File: src/rtl/mc_pkg.sv
// Shared encodings for the multi-cycle MIPS control FSM.
// Optional macro MULTICYCLE_ILLEGAL_TRAP_EN adds the HALT state.
package mc_pkg;

  localparam int OP_W    = 6;
  localparam int STATE_W = 4;

  typedef enum logic [3:0] {
    ST_FETCH    = 4'd0,
    ST_DECODE   = 4'd1,
    ST_MEM_ADDR = 4'd2,
    ST_MEM_RD   = 4'd3,
    ST_MEM_WB   = 4'd4,
    ST_MEM_WR   = 4'd5,
    ST_EXEC_R   = 4'd6,
    ST_WB_R     = 4'd7,
    ST_EXEC_I   = 4'd8,
    ST_WB_I     = 4'd9,
    ST_JUMP     = 4'd10,
`ifdef MULTICYCLE_ILLEGAL_TRAP_EN
    ST_HALT     = 4'd11,
`endif
    ST_BRANCH   = 4'd12
  } state_t;

  localparam logic [5:0] OP_RTYPE = 6'b000000;
  localparam logic [5:0] OP_J     = 6'b000010;
  localparam logic [5:0] OP_BEQ   = 6'b000100;
  localparam logic [5:0] OP_BNE   = 6'b000101;
  localparam logic [5:0] OP_ADDI  = 6'b001000;
  localparam logic [5:0] OP_SLTI  = 6'b001010;
  localparam logic [5:0] OP_ANDI  = 6'b001100;
  localparam logic [5:0] OP_ORI   = 6'b001101;
  localparam logic [5:0] OP_LUI   = 6'b001111;
  localparam logic [5:0] OP_LW    = 6'b100011;
  localparam logic [5:0] OP_SW    = 6'b101011;

  localparam logic [2:0] ALU_ADD   = 3'b000;
  localparam logic [2:0] ALU_SUB   = 3'b001;
  localparam logic [2:0] ALU_FUNCT = 3'b010;
  localparam logic [2:0] ALU_SLT   = 3'b011;
  localparam logic [2:0] ALU_AND   = 3'b100;
  localparam logic [2:0] ALU_OR    = 3'b101;

  localparam logic [1:0] SRCB_B      = 2'b00;
  localparam logic [1:0] SRCB_FOUR   = 2'b01;
  localparam logic [1:0] SRCB_IMM    = 2'b10;
  localparam logic [1:0] SRCB_IMM_SH = 2'b11;

  localparam logic [1:0] PCSRC_ALU    = 2'b00;
  localparam logic [1:0] PCSRC_ALUOUT = 2'b01;
  localparam logic [1:0] PCSRC_JUMP   = 2'b10;

  localparam logic [1:0] EXT_SIGN  = 2'b00;
  localparam logic [1:0] EXT_ZERO  = 2'b01;
  localparam logic [1:0] EXT_UPPER = 2'b10;

endpackage

File: src/rtl/mc_next_state.sv
// Combinational next-state decoder for the multi-cycle control FSM.
// Illegal opcodes trap to HALT when MULTICYCLE_ILLEGAL_TRAP_EN is defined.
module mc_next_state
  import mc_pkg::*;
#(
  parameter int OP_W = 6
) (
  input  state_t          state_i,
  input  logic [OP_W-1:0] op_i,
  input  logic            mem_ready_i,
  output state_t          next_o
);

  always_comb begin
    next_o = ST_FETCH;
    case (state_i)
      ST_FETCH:    next_o = mem_ready_i ? ST_DECODE : ST_FETCH;
      ST_DECODE: begin
        case (op_i)
          OP_LW, OP_SW:                          next_o = ST_MEM_ADDR;
          OP_RTYPE:                              next_o = ST_EXEC_R;
          OP_BEQ, OP_BNE:                        next_o = ST_BRANCH;
          OP_J:                                  next_o = ST_JUMP;
          OP_ADDI, OP_SLTI, OP_ANDI, OP_ORI,
          OP_LUI:                                next_o = ST_EXEC_I;
`ifdef MULTICYCLE_ILLEGAL_TRAP_EN
          default:                               next_o = ST_HALT;
`else
          default:                               next_o = ST_FETCH;
`endif
        endcase
      end
      ST_MEM_ADDR: next_o = (op_i == OP_LW) ? ST_MEM_RD : ST_MEM_WR;
      ST_MEM_RD:   next_o = mem_ready_i ? ST_MEM_WB : ST_MEM_RD;
      ST_MEM_WR:   next_o = mem_ready_i ? ST_FETCH : ST_MEM_WR;
      ST_EXEC_R:   next_o = ST_WB_R;
      ST_EXEC_I:   next_o = ST_WB_I;
`ifdef MULTICYCLE_ILLEGAL_TRAP_EN
      ST_HALT:     next_o = ST_HALT;
`endif
      default:     next_o = ST_FETCH;
    endcase
  end

endmodule

File: src/rtl/multicycle_ctrl.sv
// Main control FSM of the multi-cycle MIPS CPU; outputs decode from state.
// MULTICYCLE_ILLEGAL_TRAP_EN adds HALT and the illegal_o port.
//
// state    | meaning
// FETCH    | read instruction, PC += 4 when memory ready
// DECODE   | branch target into ALUOut, dispatch on opcode
// MEM_ADDR | effective address for lw/sw
// MEM_RD   | data read, wait for ready
// MEM_WB   | MDR -> rt
// MEM_WR   | data write, wait for ready
// EXEC_R   | R-type ALU operation
// WB_R     | ALUOut -> rd
// EXEC_I   | immediate ALU operation
// WB_I     | ALUOut -> rt
// BRANCH   | beq/bne compare and conditional PC load
// JUMP     | PC <- jump target
// HALT     | illegal opcode trap, exit only by reset
module multicycle_ctrl
  import mc_pkg::*;
#(
  parameter int OP_W    = 6,
  parameter int STATE_W = 4
) (
  input  logic               clk_i,
  input  logic               rst_i,
  input  logic [OP_W-1:0]    op_i,
  input  logic               mem_ready_i,
  output logic               pc_write_o,
  output logic               pc_write_cond_o,
  output logic               branch_ne_o,
  output logic               iord_o,
  output logic               mem_read_o,
  output logic               mem_write_o,
  output logic               ir_write_o,
  output logic               mem_to_reg_o,
  output logic               reg_dst_o,
  output logic               reg_write_o,
  output logic               alu_src_a_o,
  output logic [1:0]         alu_src_b_o,
  output logic [2:0]         alu_op_o,
  output logic [1:0]         pc_src_o,
  output logic [1:0]         ext_mode_o,
`ifdef MULTICYCLE_ILLEGAL_TRAP_EN
  output logic               illegal_o,
`endif
  output logic [STATE_W-1:0] state_o
);

  state_t     r_state;
  state_t     w_next;
  logic [2:0] w_imm_alu;
  logic [1:0] w_imm_ext;

  mc_next_state #(.OP_W(OP_W)) u_next (
    .state_i     (r_state),
    .op_i        (op_i),
    .mem_ready_i (mem_ready_i),
    .next_o      (w_next)
  );

  always_ff @(posedge clk_i or negedge rst_i) begin
    if (!rst_i) r_state <= ST_FETCH;
    else        r_state <= w_next;
  end

  // Immediate ALU op and extender mode, shared by EXEC_I and WB_I.
  always_comb begin
    w_imm_alu = ALU_ADD;
    w_imm_ext = EXT_SIGN;
    case (op_i)
      OP_SLTI: w_imm_alu = ALU_SLT;
      OP_ANDI: begin w_imm_alu = ALU_AND; w_imm_ext = EXT_ZERO;  end
      OP_ORI:  begin w_imm_alu = ALU_OR;  w_imm_ext = EXT_ZERO;  end
      OP_LUI:  begin w_imm_alu = ALU_OR;  w_imm_ext = EXT_UPPER; end
      default: ;
    endcase
  end

  always_comb begin
    pc_write_o      = 1'b0;
    pc_write_cond_o = 1'b0;
    branch_ne_o     = 1'b0;
    iord_o          = 1'b0;
    mem_read_o      = 1'b0;
    mem_write_o     = 1'b0;
    ir_write_o      = 1'b0;
    mem_to_reg_o    = 1'b0;
    reg_dst_o       = 1'b0;
    reg_write_o     = 1'b0;
    alu_src_a_o     = 1'b0;
    alu_src_b_o     = SRCB_B;
    alu_op_o        = ALU_ADD;
    pc_src_o        = PCSRC_ALU;
    ext_mode_o      = EXT_SIGN;
    case (r_state)
      ST_FETCH: begin
        mem_read_o  = 1'b1;
        ir_write_o  = mem_ready_i;
        pc_write_o  = mem_ready_i;
        alu_src_b_o = SRCB_FOUR;
      end
      ST_DECODE:   alu_src_b_o = SRCB_IMM_SH;
      ST_MEM_ADDR: begin
        alu_src_a_o = 1'b1;
        alu_src_b_o = SRCB_IMM;
      end
      ST_MEM_RD: begin
        mem_read_o = 1'b1;
        iord_o     = 1'b1;
      end
      ST_MEM_WB: begin
        reg_write_o  = 1'b1;
        mem_to_reg_o = 1'b1;
      end
      ST_MEM_WR: begin
        mem_write_o = 1'b1;
        iord_o      = 1'b1;
      end
      ST_EXEC_R: begin
        alu_src_a_o = 1'b1;
        alu_op_o    = ALU_FUNCT;
      end
      ST_WB_R: begin
        reg_write_o = 1'b1;
        reg_dst_o   = 1'b1;
      end
      ST_EXEC_I: begin
        alu_src_a_o = 1'b1;
        alu_src_b_o = SRCB_IMM;
        alu_op_o    = w_imm_alu;
        ext_mode_o  = w_imm_ext;
      end
      ST_WB_I: begin
        reg_write_o = 1'b1;
        ext_mode_o  = w_imm_ext;
      end
      ST_BRANCH: begin
        alu_src_a_o     = 1'b1;
        alu_op_o        = ALU_SUB;
        pc_write_cond_o = 1'b1;
        pc_src_o        = PCSRC_ALUOUT;
        branch_ne_o     = (op_i == OP_BNE);
      end
      ST_JUMP: begin
        pc_write_o = 1'b1;
        pc_src_o   = PCSRC_JUMP;
      end
      default: ;
    endcase
  end

`ifdef MULTICYCLE_ILLEGAL_TRAP_EN
  assign illegal_o = (r_state == ST_HALT);
`endif
  assign state_o = STATE_W'(r_state);

endmodule

File: config.mk
export PLATFORM = sky130hd
export DESIGN_NAME = multicycle_ctrl
export DESIGN_NICKNAME = d
export VERILOG_FILES = /design/src/rtl/mc_pkg.sv /design/src/rtl/mc_next_state.sv /design/src/rtl/multicycle_ctrl.sv
export SDC_FILE = /design/constraint.sdc
export NUM_CORES = 1
export LEC_CHECK = 0
export ABC_AREA = 1
export CAP_MARGIN = 20
export CORE_ASPECT_RATIO = 1.25
export CORE_MARGIN = 2
export CORE_UTILIZATION = 32
export CTS_CLUSTER_DIAMETER = 150
export DETAILED_ROUTE_END_ITERATION = 8
export HOLD_SLACK_MARGIN = 0.1
export PLACE_DENSITY = 0.74
export SLEW_MARGIN = 20
export SYNTH_ARGS = -nofsm -noshare
export SYNTH_HDL_FRONTEND = slang
export SYNTH_SLANG_ARGS = --single-unit
export TNS_END_PERCENT = 100
File: constraint.sdc
create_clock -name clk_i -period 1.4 [get_ports clk_i]
set_input_delay 0.42 -clock clk_i [delete_from_list [all_inputs] [get_ports clk_i]]
set_output_delay 0.42 -clock clk_i [all_outputs]
set_load 0.005 [all_outputs]
Word level (Yosys, flattened, before mapping):

Cells that the tools add are included.

* flip-flop bits (word level): 4
* bits in latches: 0
* bits in writable memories: 0
* bits in read-only memories: 0
* input port bits: 9
* output and inout port bits: 24
* logic and storage cells: 58
* memories kept: 0

* add/subtract/negate cells: 0
* multipliers: 0
* div/mod/pow operators: 0
* $lt $le $gt $ge: 0
* eq/ne operators: 21
* shift-type cells: 0
* muxes and demuxes: 23
* bitwise logic cells: 0
* reduce and logical (&&, ||, !) cells: 13

Operator list (count)
* 6-bit by 4-bit equality test with 1-bit output (second input constant): 5
* 4-bit one-hot mux with 7 select lines: 1
* 4-bit one-hot mux with 5 select lines: 1
* 3-bit one-hot mux with 3 select lines: 2
* 4-bit by 3-bit equality test with 1-bit output (second input constant): 4
* 4-bit equality test (second input constant): 4
* 2-bit OR reduction: 8
* 6-bit by 3-bit equality test with 1-bit output (second input constant): 2
* 6-bit equality test (second input constant): 2
* 1-bit 2-to-1 mux: 11
* 3-bit 2-to-1 mux: 3
* 4-bit by 2-bit equality test with 1-bit output (second input constant): 2
* 2-bit one-hot mux with 2 select lines: 2
* 6-bit by 2-bit equality test with 1-bit output (second input constant): 1
* 6-bit zero test: 1
* 2-bit one-hot mux with 3 select lines: 1
* 5-bit OR reduction: 1
* 4-bit by 1-bit equality test with 1-bit output (second input constant): 1
* 4-bit zero test: 1
* 4-bit OR reduction: 1
* 3-bit OR reduction: 1
* 2-bit 2-to-1 mux: 1
* 1-bit one-hot mux with 2 select lines: 1

Depth between registers and ports, before layout:

Gate-level depths: netlist of the first run.

* depth after elaboration: 4
* depth in mapped cells: 8
* gate-level depth less buffers: 7

Hierarchy:

Synthesis of the first run repeated with hierarchy kept, for this count alone.

* cell total of the unflattened synthesis: 127
* area total of the unflattened synthesis: 649.4 um^2

Modules (own cells, without submodules)
* multicycle_ctrl: instances 1, cells an instance 65, area each 370.4 um^2, sequential area each 100.1 um^2
* mc_next_state: instances 1, cells an instance 62, area each 279.0 um^2, sequential area each 0.0 um^2

Least setup slack after synthesis of the first run:

Ideal clock, no wire load.

* kind: input port to output port
* from: input port op_i[4]
* to: output port ext_mode_o[0]
* data arrival time: 1.004 ns
* data required time: 0.980 ns
* path slack: -0.024 ns
* stages on the path: 3
* buffers on the path: 0
* cells stage by stage: nor2_2 inv_1 nor4_1

* word-level cells in the longest chain between the ends: 4
* elaborated cells on any way between the ends: 6
* those cells by class: 3 x eq/ne; 2 x mux; 1 x reduce/logical

Ends and longest elaborated chain
* start: declaration: line multicycle_ctrl.sv:26 `input logic [OP_W-1:0] op_i,`
* 6-bit by 4-bit equality test with 1-bit output: line multicycle_ctrl.sv:70 `case (op_i)`
* 2-bit OR reduction (no source line)
* 2-bit one-hot mux with 2 select lines *: line multicycle_ctrl.sv:70
* 2-bit 2-to-1 mux *: line multicycle_ctrl.sv:95 `case (r_state)`
* end: declaration: line multicycle_ctrl.sv:42 `output logic [1:0] ext_mode_o,`

Mark *: on every way between the ends. The rest lies on a longest branch, timed or not.

Worst setup path after layout of the first run:

* from: register r_state[2] (netlist: state_o[2])
* to: output port pc_write_o

* word-level cells in the longest chain between the ends: 2
* elaborated cells on any way between the ends: 3
* those cells by class: 1 x eq/ne; 1 x mux; 1 x reduce/logical

Ends and longest elaborated chain
* start: declaration: line multicycle_ctrl.sv:49 `state_t r_state;`
* start signal: assignment: line multicycle_ctrl.sv:63 `else r_state <= w_next;`
* 4-bit equality test / 4-bit zero test (equally long branches): line multicycle_ctrl.sv:95
* 1-bit one-hot mux with 2 select lines *: line multicycle_ctrl.sv:95
* end: declaration: line multicycle_ctrl.sv:28 `output logic pc_write_o,`

Marked as above.

==> out/qor.csv, run 1 <==
stage;metric;value;unit
timing;Final Critical Period;1.91;ns
synthesis;Cells after Synth;96;
timing;Worst Clk Skew;0.00634;ns
cells_and_area;fillcell total;40;
timing;actual slew at the worst max-slew pin;0.220;ns
clocking;CTS sink count;4;
clocking;Num CTS Buffers;3;
grt;largest net degree at the start of global routing;6;
clocking;CTS tree;done;
timing;Final Hold Viols;0;
clocking;clock tree buffer depth;2;
grt;GR Overflow Total;0;
synthesis;leading area contributor after synthesis;dfrtp_1;
route;WL final;4360;um
power;Leakage;0.000779;uW
placed_design;gpl congestion;0.873;
synthesis;Async SR Flop Fraction;1.00;
grt;wire length of the first global-routing pass;4580;um
route;TritonRoute pass-1 iters;5;
placed_design;DP Area;1070;um2
placed_design;Port-buffer cells;32;
grt;GRT Total Usage;0.328;
route;final antenna-violating net count;0;
timing;fmax;522;MHz
timing;Final WS setup;-0.515;ns
worst_setup_path;Reg2Reg Setup Slack;-0.11;ns
timing;hold slack;0.391;ns
synthesis;simple-gate share of the synthesized area;0.529;
power;PwrDens;1220;nW/um2
cells_and_area;area of the multi-input gates;546;um2
route;via count;1197;
worst_setup_path;worst reg2reg path startpoint;state_o[2]$_DFF_PN0_;
synthesis;Syn Area/Cell;5.59;um2
synthesis;Top FF cell, synth;dfrtp_1;
synthesis;synth top area cells;dfrtp_1, nand2_1, nor2_1;
route;average routed wire per standard cell;22.3;um
cells_and_area;sequential cell area;105;um2
synthesis;main combinational cell family by area after synthesis;simple AND/OR/NAND/NOR gates;
cells_and_area;post-route cell area;1480;um2
power;maximum VDD drop;1110;uV
cells_and_area;Final #Nets;189;
synthesis;mapped cell area;537;um2
synthesis;Adder-Cell Fraction of Synth Area;0;
die;die area;2020;um2
synthesis;Synth Register Bits;4;
cells_and_area;max reg flops;4;
synthesis;area fraction in compound gates after synthesis;0.117;
worst_setup_path;Arrival @ worst endpoint;1.49;ns
synthesis;Post-synth top cells;nand2_1, nor2_1, inv_1, nand3_1, o21ai_0;
synthesis;Yosys warnings;0;
clocking;H-tree levels;1;
synthesis;sequential share of the synthesized area;0.186;
die;core box area;1560;um2
worst_setup_path;Critical Path Source Type;register;
run;max-cap violations;0;
worst_setup_path;CP endpoint kind;output pin;
worst_setup_path;CP Launch Point;state_o[2]$_DFF_PN0_;
die;die height;49.8;um
status;status;complete, but fails checks;
power;total power;1820;uW
grt;vias in the first global route;1040;
placed_design;post-detail-place hpwl;1510;um
clocking;clk slew on worst S/H paths;0.04;ns
clocking;latest clock arrival within the worst-skew pair;0.24;ns
worst_setup_path;worst path required time;0.98;ns
status;failing checks;setup timing;
route;DRC viols;0;
route;vias per inst;6.11;
worst_setup_path;R2R depth;8;
worst_setup_path;r2r endpoint;state_o[0]$_DFF_PN0_;
cells_and_area;fraction of layout cells with a size suffix above 1;0.708;
die;Die Span X;40.6;um
timing;final setup vio count;24;
synthesis;multiplexer share of the synthesized area;0;
timing;Slew HR;0.854;
timing;crit share post-route;1.37;
synthesis;Distinct cells, synth;19;
cells_and_area;Area Growth Syn to Fin;176;%
worst_setup_path;critical path type;register to output pin;
synthesis;Post-Synth XOR/XNOR Area;0;
synthesis;Syn Nets;105;
cells_and_area;n_diodes;0;
die;Initial Util;0.344;
grt;initial antenna violation count;0;
timing;Slew Limit Fails;0;
worst_setup_path;CP Max Fanout;4;
die;Top Ports;33;
die;Site Rows;16;
route;DRT iter0 DRCs;75;
worst_hold_path;Hold Crit Class;input port to asynchronous set/reset pin;
synthesis;Post-synth EDFFs;0;
synthesis;Yosys top cell area share;0.186;
clocking;Root Buffer;clkbuf_4;
timing;RSZ-0062 raised after global routing;true;
## layer usage
metal  track usage  wire length (um)
met1         0.291              1310
met3        0.0631               535
met2         0.593              2020
met5             0                 0
met4         0.222               495
## cells in the final DEF, fill, tap and decap left out, drive strengths merged
cell type / synthesis / layout
buf: 2 / 70
nor2: 23 / 23
inv: 19 / 19
nand2: 18 / 18
nand3: 10 / 10
o21ai: 8 / 8
dlygate4sd2: 0 / 5
clkbuf: 0 / 5
nand4: 4 / 4
dfrtp: 4 / 4
nand3b: 2 / 2
nor4: 2 / 2
clkdlybuf4s50: 0 / 2
clkdlybuf4s15: 0 / 2
a21oi: 2 / 2
o211ai: 1 / 1
nor3: 1 / 1
## cell families (layout without fill, tap and decap cells)
family,count (synthesis),count (layout)
buffers and inverters,21,103
flip-flops,4,4
AO/OA/AOI/OAI,11,11
AND/OR/NAND/NOR,60,60
## worst max-delay path, cell delays in order, from the launching register on
cell and delay (ns):
dfrtp_2 0.44, buf_6 0.14, nor2_4 0.15, inv_4 0.08
nor2_2 0.13, nand2_2 0.11, o21ai_2 0.08, buf_2 0.13
## final cells by class
| type | count | share of cell area |
|---|---|---|
| Clock buffer | 3 | 0.0152 |
| Inverter | 19 | 0.0565 |
| Multi-Input combinational cell | 71 | 0.368 |
| Sequential cell | 4 | 0.0708 |
| Tap cell | 18 | 0.0152 |
| Timing Repair Buffer | 81 | 0.475 |
## worst max path at each step
stage	endpoint	slack (ns)
after detailed placement	branch_ne_o	-0.95
after floorplan	branch_ne_o	-0.002
after global placement	alu_op_o[0]	-0.92
after global routing	pc_write_o	-0.55
final	pc_write_o	-0.51
after CTS	alu_op_o[0]	-0.40
## timing repair
item	4_1_cts	5_1_grt
hold buffers	0	0
pin swaps	13	20
setup endpoints to repair	26	26
buffers inserted	15	9
gates resized for setup	141	51
hold endpoints to repair	0	0
## where the power goes
part / leakage (uW) / total (uW) / internal [uW] / switching [uW]
clock: 0.0000138 / 153 / 96.5 / 56.1
sequential: 0.0000478 / 217 / 150 / 66.8
combinational: 0.000717 / 1450 / 666 / 781
total: 0.000779 / 1820 / 913 / 904
## stage by stage
step | worst slack (ns) | util | TNS (ns) | cells
floorplan | -0.00152 | - | -0.00152 | 96
global placement | -0.924 | 0.683 | -12.65 | 170
detailed placement | -0.948 | 0.683 | -12.99 | 170
CTS | -0.402 | 0.809 | -6.22 | 188
global route | -0.548 | 0.950 | -9.53 | 196
finish | -0.515 | 0.950 | -8.67 | 196
No activity file was read; power rests on OpenSTA's default activity.
==> run 2: changes to the inputs <==
- CTS_CLUSTER_DIAMETER: 150 -> unset
==> results of run 2 <==
Same layout as run 1: the final DEF is identical, and so are final timing and power.
==> run 3: changes to the inputs <==
- ABC_AREA: 1 -> unset
- CORE_UTILIZATION: 32 -> 35
- PLACE_DENSITY: 0.74 -> 0.75
==> run 3 against run 2 <==
Effect of this change: the run now fails in clock tree synthesis (4_1_cts); synthesized area grew 18%; synthesized cell count shrank 1.0%.
==> out/qor.csv, run 3 <==
stage;metric;value;unit;change
synthesis;Syn Area/Cell;6.66;um2;was 5.59 um2
synthesis;Post-synth EDFFs;0;;unchanged
clocking;hold-fix buffers at CTS;0;;unchanged
synthesis;Post-synth top cells;nor3_1, a21oi_1, nand2_1, nand2b_1, nor2_1;;was nand2_1, nor2_1, inv_1, nand3_1, o21ai_0
status;status;aborted with a tool error;;was complete, but fails checks
synthesis;synth top area cells;dfrtp_1, nor3_1, a21oi_1;;was dfrtp_1, nand2_1, nor2_1
placed_design;dpl ws;-1.07;ns;was -0.948 ns
clocking;# resized after CTS;176;;was 141
status;error message;[ERROR DPL-0033] detailed placement checks failed during check placement.;;
synthesis;Yosys warnings;0;;unchanged
die;Top Ports;33;;unchanged
synthesis;most frequent cell after synthesis;nor3_1;;
synthesis;Yosys top cell area share;0.158;;was 0.186
die;Die Span X;42.0;um;was 40.6 um
clocking;Post-CTS Setup Bufs;34;;was 15
clocking;CTS sink count;4;;unchanged
synthesis;Synth Register Bits;4;;unchanged
placed_design;DP Area;1240;um2;was 1070 um2
synthesis;Top FF cell, synth;dfrtp_1;;unchanged
placed_design;gpl congestion;0.830;;was 0.873
die;Initial Util;0.363;;was 0.344
status;Failed at;clock tree synthesis (4_1_cts);;
clocking;clock tree buffer depth;2;;unchanged
synthesis;leading area contributor after synthesis;dfrtp_1;;unchanged
synthesis;Distinct cells, synth;39;;was 19
synthesis;Cells after Synth;95;;was 96
die;die height;51.6;um;was 49.8 um
synthesis;sequential share of the synthesized area;0.158;;was 0.186
die;Site Rows;17;;was 16
synthesis;Async SR Flop Fraction;1.00;;unchanged
clocking;Root Buffer;clkbuf_4;;unchanged
synthesis;mapped cell area;633;um2;was 537 um2
clocking;H-tree levels;1;;unchanged
synthesis;Syn Nets;104;;was 105
clocking;Num CTS Buffers;3;;unchanged
placed_design;Port-buffer cells;32;;unchanged
placed_design;post-detail-place hpwl;1960;um;was 1510 um
==> run 3: changes by cell type after synthesis, moves of 6 or more <==
| cell | before | now |
|---|---|---|
| nor2_1 | 17 | 6 |
| nand2b_1 | 0 | 6 |
| a21oi_1 | 2 | 9 |
| nor3_1 | 1 | 10 |
| nand2_1 | 17 | 8 |
| inv_1 | 15 | 5 |
| nand3_1 | 10 | 2 |
==> run 3: per-stage QoR <==
stage	std cells	TNS, ns
2_1_floorplan	95	-0.606
3_3_place_gp	170	-14.91
3_5_place_dp	170	-15.56
==> run 3: logic make-up after synthesis <==
| family | after synthesis | synth area share |
|---|---|---|
| flip-flops | 4 | 0.158 |
| buffers and inverters | 15 | 0.111 |
| AND/OR/NAND/NOR | 52 | 0.472 |
| AO/OA/AOI/OAI | 22 | 0.231 |
| XOR/XNOR | 2 | 0.0277 |
==> run 4: changes to the inputs <==
- CORE_AREA: unset -> 2 2 63 65
- CORE_ASPECT_RATIO: 1.25 -> unset
- CORE_MARGIN: 2 -> unset
- CORE_UTILIZATION: 35 -> unset
- DIE_AREA: unset -> 0 0 65 67
- HOLD_SLACK_MARGIN: 0.1 -> unset
- PLACE_DENSITY: 0.75 -> unset
- PLACE_DENSITY_LB_ADDON: unset -> 0.15
- clock period: 1.4 -> 1.8 ns (I/O delays scaled with it)
==> run 4 against run 3 <==
Effect of this change: the flow now finishes, with violations (setup timing); synthesized area unchanged; synthesized cell count unchanged.
==> out/qor.csv, run 4 <==
stage;metric;value;unit;change
worst_setup_path;most numerous cell on the critical path;buf_4;;
clocking;H-tree levels;1;;unchanged
route;DRC viols;0;;
worst_setup_path;CP top delay family;buffers and inverters;;
grt;GR met2 Demand/Resource;0.280;;
grt;wire length of the first global-routing pass;4890;um;
timing;RSZ-0062 raised after global routing;true;;
route;vias per inst;4.58;;
power;total power;1660;uW;
synthesis;most frequent cell after synthesis;nor3_1;;unchanged
worst_setup_path;Buf/Inv on CP;4;;
cells_and_area;Area Growth Syn to Fin;168;%;
timing;Final WS setup;-0.125;ns;
grt;met3 usage;0.0118;;
status;failing checks;setup timing;;
cells_and_area;n_diodes;0;;
grt;vias in the first global route;1039;;
worst_setup_path;worst path required time;1.26;ns;
timing;Final Hold Viols;0;;
synthesis;sequential share of the synthesized area;0.158;;unchanged
route;DRT iter0 DRCs;39;;
die;core box area;3610;um2;
clocking;clock tree buffer depth;2;;unchanged
synthesis;Synth Register Bits;4;;unchanged
cells_and_area;Non-Filler Instances;229;;
timing;Worst Clk Skew;0.00141;ns;
grt;GRT Total Usage;0.143;;
route;average routed wire per standard cell;13.6;um;
clocking;clk slew on worst S/H paths;0.03;ns;
placed_design;gpl congestion;0.775;;was 0.830
die;Initial Util;0.176;;was 0.363
timing;fmax;519;MHz;
worst_setup_path;Reg2Reg Setup Slack;0.01;ns;
placed_design;post-detail-place hpwl;1850;um;was 1960 um
worst_setup_path;CP Max Fanout;5;;
synthesis;mapped cell area;633;um2;unchanged
power;sw frac;0.366;;
synthesis;Syn Nets;104;;unchanged
synthesis;Post-synth EDFFs;0;;unchanged
timing;actual slew at the worst max-slew pin;0.421;ns;
grt;GR peak layer;met2;;
cells_and_area;most frequent cells in the layout;buf_4, buf_6, buf_2;;
synthesis;Cells after Synth;95;;unchanged
worst_setup_path;CP endpoint kind;output pin;;
clocking;hold-fix buffers at CTS;0;;unchanged
die;die height;67;um;was 51.6 um
power;Leakage;0.000829;uW;
worst_setup_path;crit-path cells;buf_6 > buf_4 > buf_4 > nand2b_4 > a21oi_2 > buf_2;;
power;clock group share of total power;0.110;;
cells_and_area;most common cell after layout, fill and taps aside;buf_4;;
clocking;CTS tree;done;;
synthesis;Yosys top cell area share;0.158;;unchanged
status;status;complete, but fails checks;;was aborted with a tool error
timing;crit share post-route;1.07;;
cells_and_area;Final #Nets;192;;
worst_setup_path;critical path type;register to output pin;;
power;P_int;1050;uW;
run;max-cap violations;0;;
cells_and_area;fraction of layout cells with a size suffix above 1;0.718;;
placed_design;Port-buffer cells;32;;unchanged
synthesis;Top FF cell, synth;dfrtp_1;;unchanged
timing;final setup vio count;19;;
die;Site Rows;22;;was 17
worst_setup_path;Critical Path Source Type;register;;
die;die area;4360;um2;
route;via count;1048;;
cells_and_area;fillcell total;365;;
synthesis;Distinct cells, synth;39;;unchanged
clocking;latest clock arrival within the worst-skew pair;0.21;ns;
synthesis;Async SR Flop Fraction;1.00;;unchanged
worst_setup_path;Arrival @ worst endpoint;1.39;ns;
clocking;Num CTS Buffers;3;;unchanged
route;TritonRoute pass-1 iters;4;;
route;final antenna-violating net count;0;;
grt;GR Overflow Total;0;;
timing;Slew HR;0.715;;
power;maximum VDD drop;476;uV;
power;Psw;607;uW;
cells_and_area;max reg flops;4;;
route;WL final;3110;um;
power;Reg power frac;0.093;;
grt;initial antenna violation count;0;;
worst_setup_path;Crit-path slowest cell;dfrtp_1;;
die;Top Ports;33;;unchanged
cells_and_area;Core Util, Final;0.470;;
grt;met1 usage;0.164;;
grt;largest net degree at the start of global routing;11;;
timing;Slew Limit Fails;0;;
clocking;Root Buffer;clkbuf_8;;was clkbuf_4
worst_hold_path;Hold Crit Class;input port to asynchronous set/reset pin;;
die;Die Span X;65;um;was 42.0 um
clocking;CTS sink count;4;;unchanged
timing;Final Critical Period;1.93;ns;
synthesis;Post-synth top cells;nor3_1, a21oi_1, nand2_1, nand2b_1, nor2_1;;unchanged
synthesis;synth top area cells;dfrtp_1, nor3_1, a21oi_1;;unchanged
synthesis;leading area contributor after synthesis;dfrtp_1;;unchanged
synthesis;Yosys warnings;0;;unchanged
placed_design;placed insts;193;;was 170
power;PwrDens;978;nW/um2;
placed_design;dpl ws;-1.08;ns;was -1.07 ns
power;Comb power frac;0.797;;
synthesis;Syn Area/Cell;6.66;um2;unchanged
worst_setup_path;CP peak stage delay;0.42;ns;
[run 4: cell counts after synthesis]
No cell type changed its count.
[run 4: kinds of logic after synthesis]
group	after synthesis	share of synthesized area
buffers and inverters	15	0.111
DFF	4	0.158
xor gates and xnor gates	2	0.0277
AOI/OAI and AO/OA	22	0.231
and+or+nand+nor	52	0.472
[run 4: through the flow]
step | setup TNS, ns | hold WS, ns | area, um2
finish | -1.43 | 0.525 | 1690
CTS | -1.05 | 0.527 | 1540
global placement | -10.48 | 0.697 | 1180
global route | -2.79 | 0.530 | 1690
detailed placement | -10.65 | 0.702 | 1180
floorplan | 0 | 0.244 | 641
[run 4: path summary, 6_finish.rpt]
check / startpoint / endpoint / cells after the start
setup / recovery: state_o[1]$_DFF_PN0_ / alu_src_a_o / 6
hold / removal: rst_i / state_o[1]$_DFF_PN0_ / 1
setup reg to reg: state_o[2]$_DFF_PN0_ / state_o[3]$_DFF_PN0_ / 5
hold reg to reg: state_o[3]$_DFF_PN0_ / state_o[0]$_DFF_PN0_ / 3
max in group asynchronous: rst_i / state_o[0]$_DFF_PN0_ / 1
min in group clk_i: state_o[3]$_DFF_PN0_ / state_o[0]$_DFF_PN0_ / 3
[run 4: routing by layer]
layer / up-vias / wire, um / share of wire
met5: - / 0 / 0
li1: 516 / - / -
met3: 0 / 119 / 0.038
met4: 0 / 0 / 0
met1: 502 / 1250 / 0.40
met2: 30 / 1740 / 0.56
[run 4: power groups by stage]
stage	combinational [uW]	clock [uW]	sequential, uW
after global routing	1410	202	156
after global placement	813	0	128
after floorplan	372	0	132
after detailed placement	812	0	127
final	1320	183	154
after CTS	1180	185	149
[run 4: layout make-up]
class / instances / area, um2 / area share
Multi-Input combinational cell: 76 / 661 / 0.390
Clock buffer: 3 / 41.3 / 0.0244
Timing Repair Buffer: 93 / 811 / 0.479
Inverter: 5 / 18.8 / 0.0111
Sequential cell: 4 / 103 / 0.0606
Tap cell: 48 / 60.1 / 0.0355
[run 4: repair_timing]
item	in CTS	in global routing
endpoints found under the setup margin	27	22
buffers inserted	21	10
resized for setup	165	27
gates cloned	2	0
pin swaps	22	19
[run 4: worst register-to-register path, cell delays in order, from the launching register on]
cell	delay, ns
dfrtp_2	0.44
buf_6	0.14
buf_6	0.11
or4_4	0.49
or2_1	0.23
o31ai_2	0.26
